==> src/rtl/unreg_seq.sv <==
// unreg_seq: sequencing controller for the 16-bit nibble-rotate register slice.
//
// Owns the architectural register and accepts one command at a time over a
// valid/ready handshake.
// Each command becomes one of four per-cycle select controls: hold, clear,
// load or rotate. Multi-cycle rotations are driven by an internal down-counter.
//
// State table:
//   state  | meaning
//   IDLE   | waiting for a command; cmd_ready=1
//   ROT    | one nibble-rotate step per edge until the count reaches its last step
//   DONE   | completion cycle; done=1, ops_cnt bumps on the exit edge
//
// Ports:
//   clk        in   rising-edge clock
//   rst        in   synchronous active-high reset
//   cmd_valid  in   command present
//   cmd_ready  out  command can be accepted this cycle (state==IDLE)
//   cmd_op     in   0=NOP 1=CLR 2=LOAD 3=ROT
//   cmd_arg    in   rotate count (ROT only)
//   cmd_data   in   parallel load value (LOAD only)
//   reg_q      out  register contents
//   busy       out  command in progress (state != IDLE)
//   done       out  one-cycle completion pulse
//   ops_cnt    out  saturating count of completed commands

module unreg_seq #(
  parameter int CNT_W = 4,
  parameter int OPS_W = 8
) (
  input  logic             clk,
  input  logic             rst,
  input  logic             cmd_valid,
  output logic             cmd_ready,
  input  logic [1:0]       cmd_op,
  input  logic [CNT_W-1:0] cmd_arg,
  input  logic [15:0]      cmd_data,
  output logic [15:0]      reg_q,
  output logic             busy,
  output logic             done,
  output logic [OPS_W-1:0] ops_cnt
);

  typedef enum logic [1:0] {
    S_IDLE = 2'd0,
    S_ROT  = 2'd1,
    S_DONE = 2'd2
  } state_t;

  typedef enum logic [1:0] {
    SEL_HOLD = 2'd0,
    SEL_CLR  = 2'd1,
    SEL_LOAD = 2'd2,
    SEL_ROT  = 2'd3
  } sel_t;

  localparam logic [1:0] OP_NOP  = 2'd0;
  localparam logic [1:0] OP_CLR  = 2'd1;
  localparam logic [1:0] OP_LOAD = 2'd2;
  localparam logic [1:0] OP_ROT  = 2'd3;

  state_t           state_q;
  logic [CNT_W-1:0] cnt_q;
  logic [15:0]      data_q;
  logic [15:0]      data_d;
  logic [OPS_W-1:0] ops_q;
  logic             accept;
  sel_t             sel;

  // Each nibble rotates right by one bit, independently of its neighbours.
  function automatic logic [15:0] rot_step(input logic [15:0] v);
    return {v[12], v[15:13], v[8], v[11:9], v[4], v[7:5], v[0], v[3:1]};
  endfunction

  assign cmd_ready = (state_q == S_IDLE);
  assign busy      = (state_q != S_IDLE);
  assign done      = (state_q == S_DONE);
  assign reg_q     = data_q;
  assign ops_cnt   = ops_q;
  assign accept    = cmd_valid && (state_q == S_IDLE);

  // One-hot-by-construction select: rotate only in ROT, clear/load only at accept.
  always_comb begin
    sel = SEL_HOLD;
    if (state_q == S_ROT)
      sel = SEL_ROT;
    else if (accept && (cmd_op == OP_CLR))
      sel = SEL_CLR;
    else if (accept && (cmd_op == OP_LOAD))
      sel = SEL_LOAD;
  end

  always_comb begin
    data_d = data_q;
    case (sel)
      SEL_CLR:  data_d = 16'h0000;
      SEL_LOAD: data_d = cmd_data;
      SEL_ROT:  data_d = rot_step(data_q);
      default:  data_d = data_q;
    endcase
  end

  always_ff @(posedge clk) begin
    if (rst) begin
      state_q <= S_IDLE;
      cnt_q   <= '0;
      data_q  <= 16'h0000;
      ops_q   <= '0;
    end else begin
      data_q <= data_d;
      case (state_q)
        S_IDLE: begin
          if (accept) begin
            // ROT 0 completes immediately like the single-cycle opcodes.
            if ((cmd_op == OP_ROT) && (cmd_arg != '0)) begin
              cnt_q   <= cmd_arg;
              state_q <= S_ROT;
            end else begin
              state_q <= S_DONE;
            end
          end
        end
        S_ROT: begin
          cnt_q <= cnt_q - 1'b1;
          if (cnt_q == CNT_W'(1))
            state_q <= S_DONE;
        end
        S_DONE: begin
          if (ops_q != '1)
            ops_q <= ops_q + 1'b1;
          state_q <= S_IDLE;
        end
        default: state_q <= S_IDLE;
      endcase
    end
  end

  // OP_NOP is decoded implicitly: it takes the hold path straight to DONE.
  logic unused_nop;
  assign unused_nop = (OP_NOP == 2'd0);

endmodule

==> config.mk <==
export PLATFORM = sky130hd
export DESIGN_NAME = unreg_seq
export DESIGN_NICKNAME = d
export VERILOG_FILES = /design/src/rtl/unreg_seq.sv
export SDC_FILE = /design/constraint.sdc
export NUM_CORES = 1
export LEC_CHECK = 0
export BUFFER_PORTS_ARGS = -buffer_cell sky130_fd_sc_hd__buf_2
export CAP_MARGIN = 20
export CORE_MARGIN = 1
export CORE_UTILIZATION = 49
export DETAILED_ROUTE_END_ITERATION = 10
export PLACE_DENSITY = 0.78
export SYNTH_ARGS = -nofsm -noshare
export SYNTH_HDL_FRONTEND = slang
export SYNTH_SLANG_ARGS = --single-unit
==> constraint.sdc <==
create_clock -name clk -period 1.8 [get_ports clk]
set_input_delay 0.09 -clock clk [delete_from_list [all_inputs] [get_ports clk]]
set_output_delay 0.09 -clock clk [all_outputs]
set_load 0.01 [all_outputs]
# Yosys cells after proc, flatten, opt, wreduce, memory -nomap -nowiden

Index checks and enable logic that the tools add are counted.
Widths: inputs -> output; s select.

Register bits: 30
Input bits: 25
Output and inout port bits: 27
Word-level logic and storage cells: 42

$add $sub $neg: 2
Eq/ne operators: 13
Multiplexer cells: 11
Reductions and logical operators: 12

Operator list:

| kind                | count |
|---|---|
| $pmux 16 s3         | 1 |
| $mux 2              | 6 |
| $eq 2x2->1 const B  | 5 |
| $add 8x1->8 const B | 1 |
| $mux 4              | 2 |
| $ne 8x8->1 const B  | 1 |
| $pmux 4 s2          | 1 |
| $eq 2x1->1 const B  | 3 |
| $ne 2x1->1 const B  | 3 |
| $eq 4x1->1 const B  | 1 |
| $logic_and 1x1->1   | 4 |
| $pmux 2 s2          | 1 |
| $reduce_and 2->1    | 2 |
| $reduce_bool 2->1   | 2 |
| $reduce_bool 4->1   | 1 |
| $sub 4x1->4 const B | 1 |
| $reduce_and 3->1    | 1 |
| $reduce_bool 3->1   | 1 |
| $logic_not 2->1     | 1 |

# Depth between registers and ports, before layout

Word-level depth: 8
Mapped depth: 5
Depth with buffers taken out: 5

# Worst setup path before layout

OpenSTA, ideal clock, no wires.

Path type: reg-to-reg
Start: register ops_q[0], in the netlist ops_cnt[0]
End: register ops_q[0], in the netlist ops_cnt[0]
Library setup time: 0.123 ns
Arrival: 1.325 ns
Data required time: 1.677 ns
Setup slack: 0.351 ns
Stages on the path, launching flop included: 5
Path buffers: 0
Period minus slack after synthesis: 1.449 ns
Cell sequence: dfxtp_1 ha_1 and4_1 a21boi_2 mux2_1

Word-level cells in the longest chain between the ends: 2
Elaborated cells on any way between the ends: 3
Those cells by class: add/sub (1); eq/ne (1); reduce/logical (1)

Ends and longest elaborated chain:

| item                                                | RTL line | source |
|---|---|---|
| start: declaration                                  | 66       | `logic [OPS_W-1:0] ops_q;` |
| start signal: assignment                            | 130      | `ops_q <= ops_q + 1'b1;` |
| branches (longest 2 deep; another with $add 8x1->8) | --       |  |

Parallel ways; which one is timed is not known.
A chain may end at the register's enable or synchronous reset.

# Worst setup path after layout

Start: register state_q[1]
End: register data_q[5], in the netlist reg_q[5]

Word-level cells in the longest chain between the ends: 8
Elaborated cells on any way between the ends: 13
Those cells by class: eq/ne (4); mux (4); reduce/logical (5)

Ends and longest elaborated chain:

| item                                                    | RTL line | source |
|---|---|---|
| start: declaration                                      | 62       | `state_t state_q;` |
| start signal: assignment                                | 105      | `state_q <= S_IDLE;` |
| start signal: assignment                                | 117      | `state_q <= S_ROT;` |
| start signal: assignment                                | 119      | `state_q <= S_DONE;` |
| $logic_not 2->1                                         | 80       | `assign accept = cmd_valid && (state_q == S_IDLE);` |
| $logic_and 1x1->1                                       | 80       |  |
| $logic_and 1x1->1                                       | 89       | `else if (accept && (cmd_op == OP_LOAD))` |
| $mux 2                                                  | 89       |  |
| $mux 2                                                  | 87       | `else if (accept && (cmd_op == OP_CLR))` |
| $mux 2 *                                                | 85       | `if (state_q == S_ROT)` |
| $eq 2x2->1 / $eq 2x1->1 (equally long branches)         | 95       | `case (sel)` |
| $pmux 16 s3 / $reduce_bool 3->1 (equally long branches) | --       |  |
| end signal: assignment                                  | 110      | `data_q <= data_d;` |
| end: declaration                                        | 64       | `logic [15:0] data_q;` |

Mark *: on every way between the ends. The rest lies on a longest branch, timed or not.

==> run_results.csv <==
group,metric,value,unit
status,status,"complete, but fails checks",
status,failed_checks,"design-rule violations",
global_route,grt_use_met3,0.05134,
global_route,antenna_found_initial,0,
yosys,synth_edf_count,0,
sta,rsz0062_at_grt,"false",
setup_path,critPathMaxFanout,16,
detailed_routing,drtIter0Drc,79,
floorplan,core,0.002853,mm2
global_route,grt_pass1_wl,6.423,mm
global_route,use_met1,0.2993,
setup_path,path_buf_inv,0,
yosys,ys.flop_type,"dfxtp_1",
clocking,ctsHtreeMaxLevel,2,
yosys,synth_seq_cells,30,
sta,finalSetupTns,0,ns
cells_and_area,layout_commonest_cell,"buf_2",
setup_path,cp.required,2.05,ns
sta,setup_viol,0,
global_route,met2_usage,0.4187,
sta,clock_skew,0.007431,ns
cells_and_area,syn_to_final_growth,20.37,%
setup_path,worst_setup_path_start_kind,"register",
detailed_routing,num_vias,1534,
global_route,grtUsageTotal,0.2499,
yosys,yosysWarnings,0,
floorplan,boundaryPins,52,
yosys,yosysSeqAreaShare,0.3912,
floorplan,dieWidth,57.98,um
yosys,ys_async_sr_fraction,0,
clocking,holdBufCountCts,0,
global_route,grt_pass1_vias,1458,
global_route,busiest_layer,"met2",
yosys,synthDistinctLibCells,49,
power,total_power,1350,uW
detailed_routing,dr.pass1.iters,7,
sta,max_freq,0.6037,GHz
global_route,grt_overflow,0,
cells_and_area,layout-drive-gt1-share,0.3155,
sta,drv_slew,0,
floorplan,rows,19,
setup_path,crit_chain,"and4bb_1, a32oi_1, o2bb2ai_1",
clocking,cts_buffer_depth,2,
yosys,synthesis.area,0.001535,mm2
placed_design,finalWeightedCongestion,0.8272,
setup_path,cp-end-kind,"register",
yosys,syn_nets,184,
detailed_routing,wl_per_cell,16.89,um
cells_and_area,nets,233,
floorplan,initial_core_util,0.5382,
cells_and_area,final_cell_mix,"51 x buf_2, 30 x dfxtp_1, 16 x a32oi_1, 16 x o2bb2ai_1, 8 x inv_1",
sta,finalHoldViolCount,0,
cells_and_area,diodes,0,
flow_run,cap_viol_max_count,0,
detailed_routing,ant_nets,0,
sta,fin_crit_sh,0.9203,
setup_path,worstPathArrival,1.91,ns
detailed_routing,drc_errors,3,
power,power_density,730.4,mW/mm2
clocking,clock_latency,0.33,ns
detailed_routing,via_per_inst,6.473,
floorplan,die_y,57.98,um
power,vdd_ir_drop_max,433.9,uV
clocking,cts-root-buf,"clkbuf_4",
placed_design,dpl.hpwl,2.766,mm
yosys,syn_inst,156,
sta,min_period,1.657,ns
clocking,cts_tree,"yes",
placed_design,numPortBuffers,51,
clocking,post_cts_buffers,0,
global_route,grt_max_degree,32,
setup_path,slowest_delay,0.72,ns
clocking,cts_resized,0,
floorplan,dieArea,0.003361,mm2
power,leakagePower,0.0007598,uW
clocking,numCtsBuffers,5,
yosys,avgSynthCellArea,9.841,um2
detailed_routing,routed_wl,4.002,mm
setup_path,critical-path-slowest-cell,"and4bb_1",
worst_hold_path,hold_class,"input port to register",
sta,worst_pin_slew,0.5979,ns
sta,maxSlewHeadroom,0.6014,
setup_path,critPathKind,"register to register",
clocking,clock_sinks,30,
clocking,clk_pin_slew,0.09,ns
setup_path,critPathTopFamily,"simple AND/OR/NAND/NOR gates",
metal layers:
layer | up-vias | share of wire
met5 | - | 0
met4 | 0 | 0.012
met3 | 5 | 0.051
met2 | 63 | 0.50
met1 | 736 | 0.43
li1 | 730 | -
flip-flops by register name, indices dropped and copies added (netlist names):
signal and cells:
reg_q 16, state_q 2, ops_cnt 8, cnt_q 4
cell usage after synthesis (all sizes together), types with 4 or more instances:
cell / instances / share of area
a32oi: 16 / 0.091
o2bb2ai: 16 / 0.091
nor2: 4 / 0.011
nor3: 5 / 0.016
o311ai: 4 / 0.023
buf: 8 / 0.029
nand3: 5 / 0.016
dfxtp: 30 / 0.39
inv: 9 / 0.022
nor2b: 4 / 0.016
nand2: 6 / 0.015
power by group:
part | internal, uW | switching, uW
Combinational | 87.2 | 120
Sequential | 688 | 30.8
Clock | 189 | 234
Total | 965 | 385
tightest hold or removal path, delay by kind of cell:
family | cells | cell delay [ns]
compound gates | 1 | 0.07
simple gates | 1 | 0.06
buf+inv | 1 | 0.12
cell families (layout without fill, tap and decap cells):
family	after synthesis	in the layout	share of synthesized area
flip-flops	30	30	0.3912
multiplexers	3	3	0.02037
adder cells (fa/ha/maj)	3	3	0.02445
XOR/XNOR	1	1	0.005706
buffers and inverters	20	70	0.05868
AND/OR/NAND/NOR	40	40	0.1679
AO/OA/AOI/OAI	59	59	0.3317
stage by stage:
step,hold slack [ns],cell area [um2],setup WS (ns),util,std cells
floorplan,0.2506,1535,0.3514,-,156
global placement,0.3965,1788,0.2940,0.6268,229
detailed placement,0.4091,1788,0.1966,0.6268,229
CTS,0.05529,1848,0.1840,0.6478,237
global route,0.09655,1848,0.06646,0.6478,237
finish,0.06099,1848,0.1434,0.6478,237
path summary, 6_finish.rpt:
| check | startpoint | to | slack (ns) | cells after the start |
|---|---|---|---|---|
| setup / recovery | state_q[1] | reg_q[5] | 0.14 | 3 |
| hold / removal | cmd_arg[1] | cnt_q[1] | 0.06 | 3 |
| setup reg to reg | state_q[1] | reg_q[5] | 0.14 | 3 |
| hold reg to reg | reg_q[10] | reg_q[10] | 0.49 | 1 |
cell type report:
type	instances	area, um2
Multi-Input combinational cell	106	844.6
Sequential cell	30	600.6
Fill cell	260	1005
Timing Repair Buffer	53	270.3
Clock inverter	1	5.005
Tap cell	31	38.79
Clock buffer	7	55.05
Inverter	9	33.78
(Power assumes the default switching activity.)
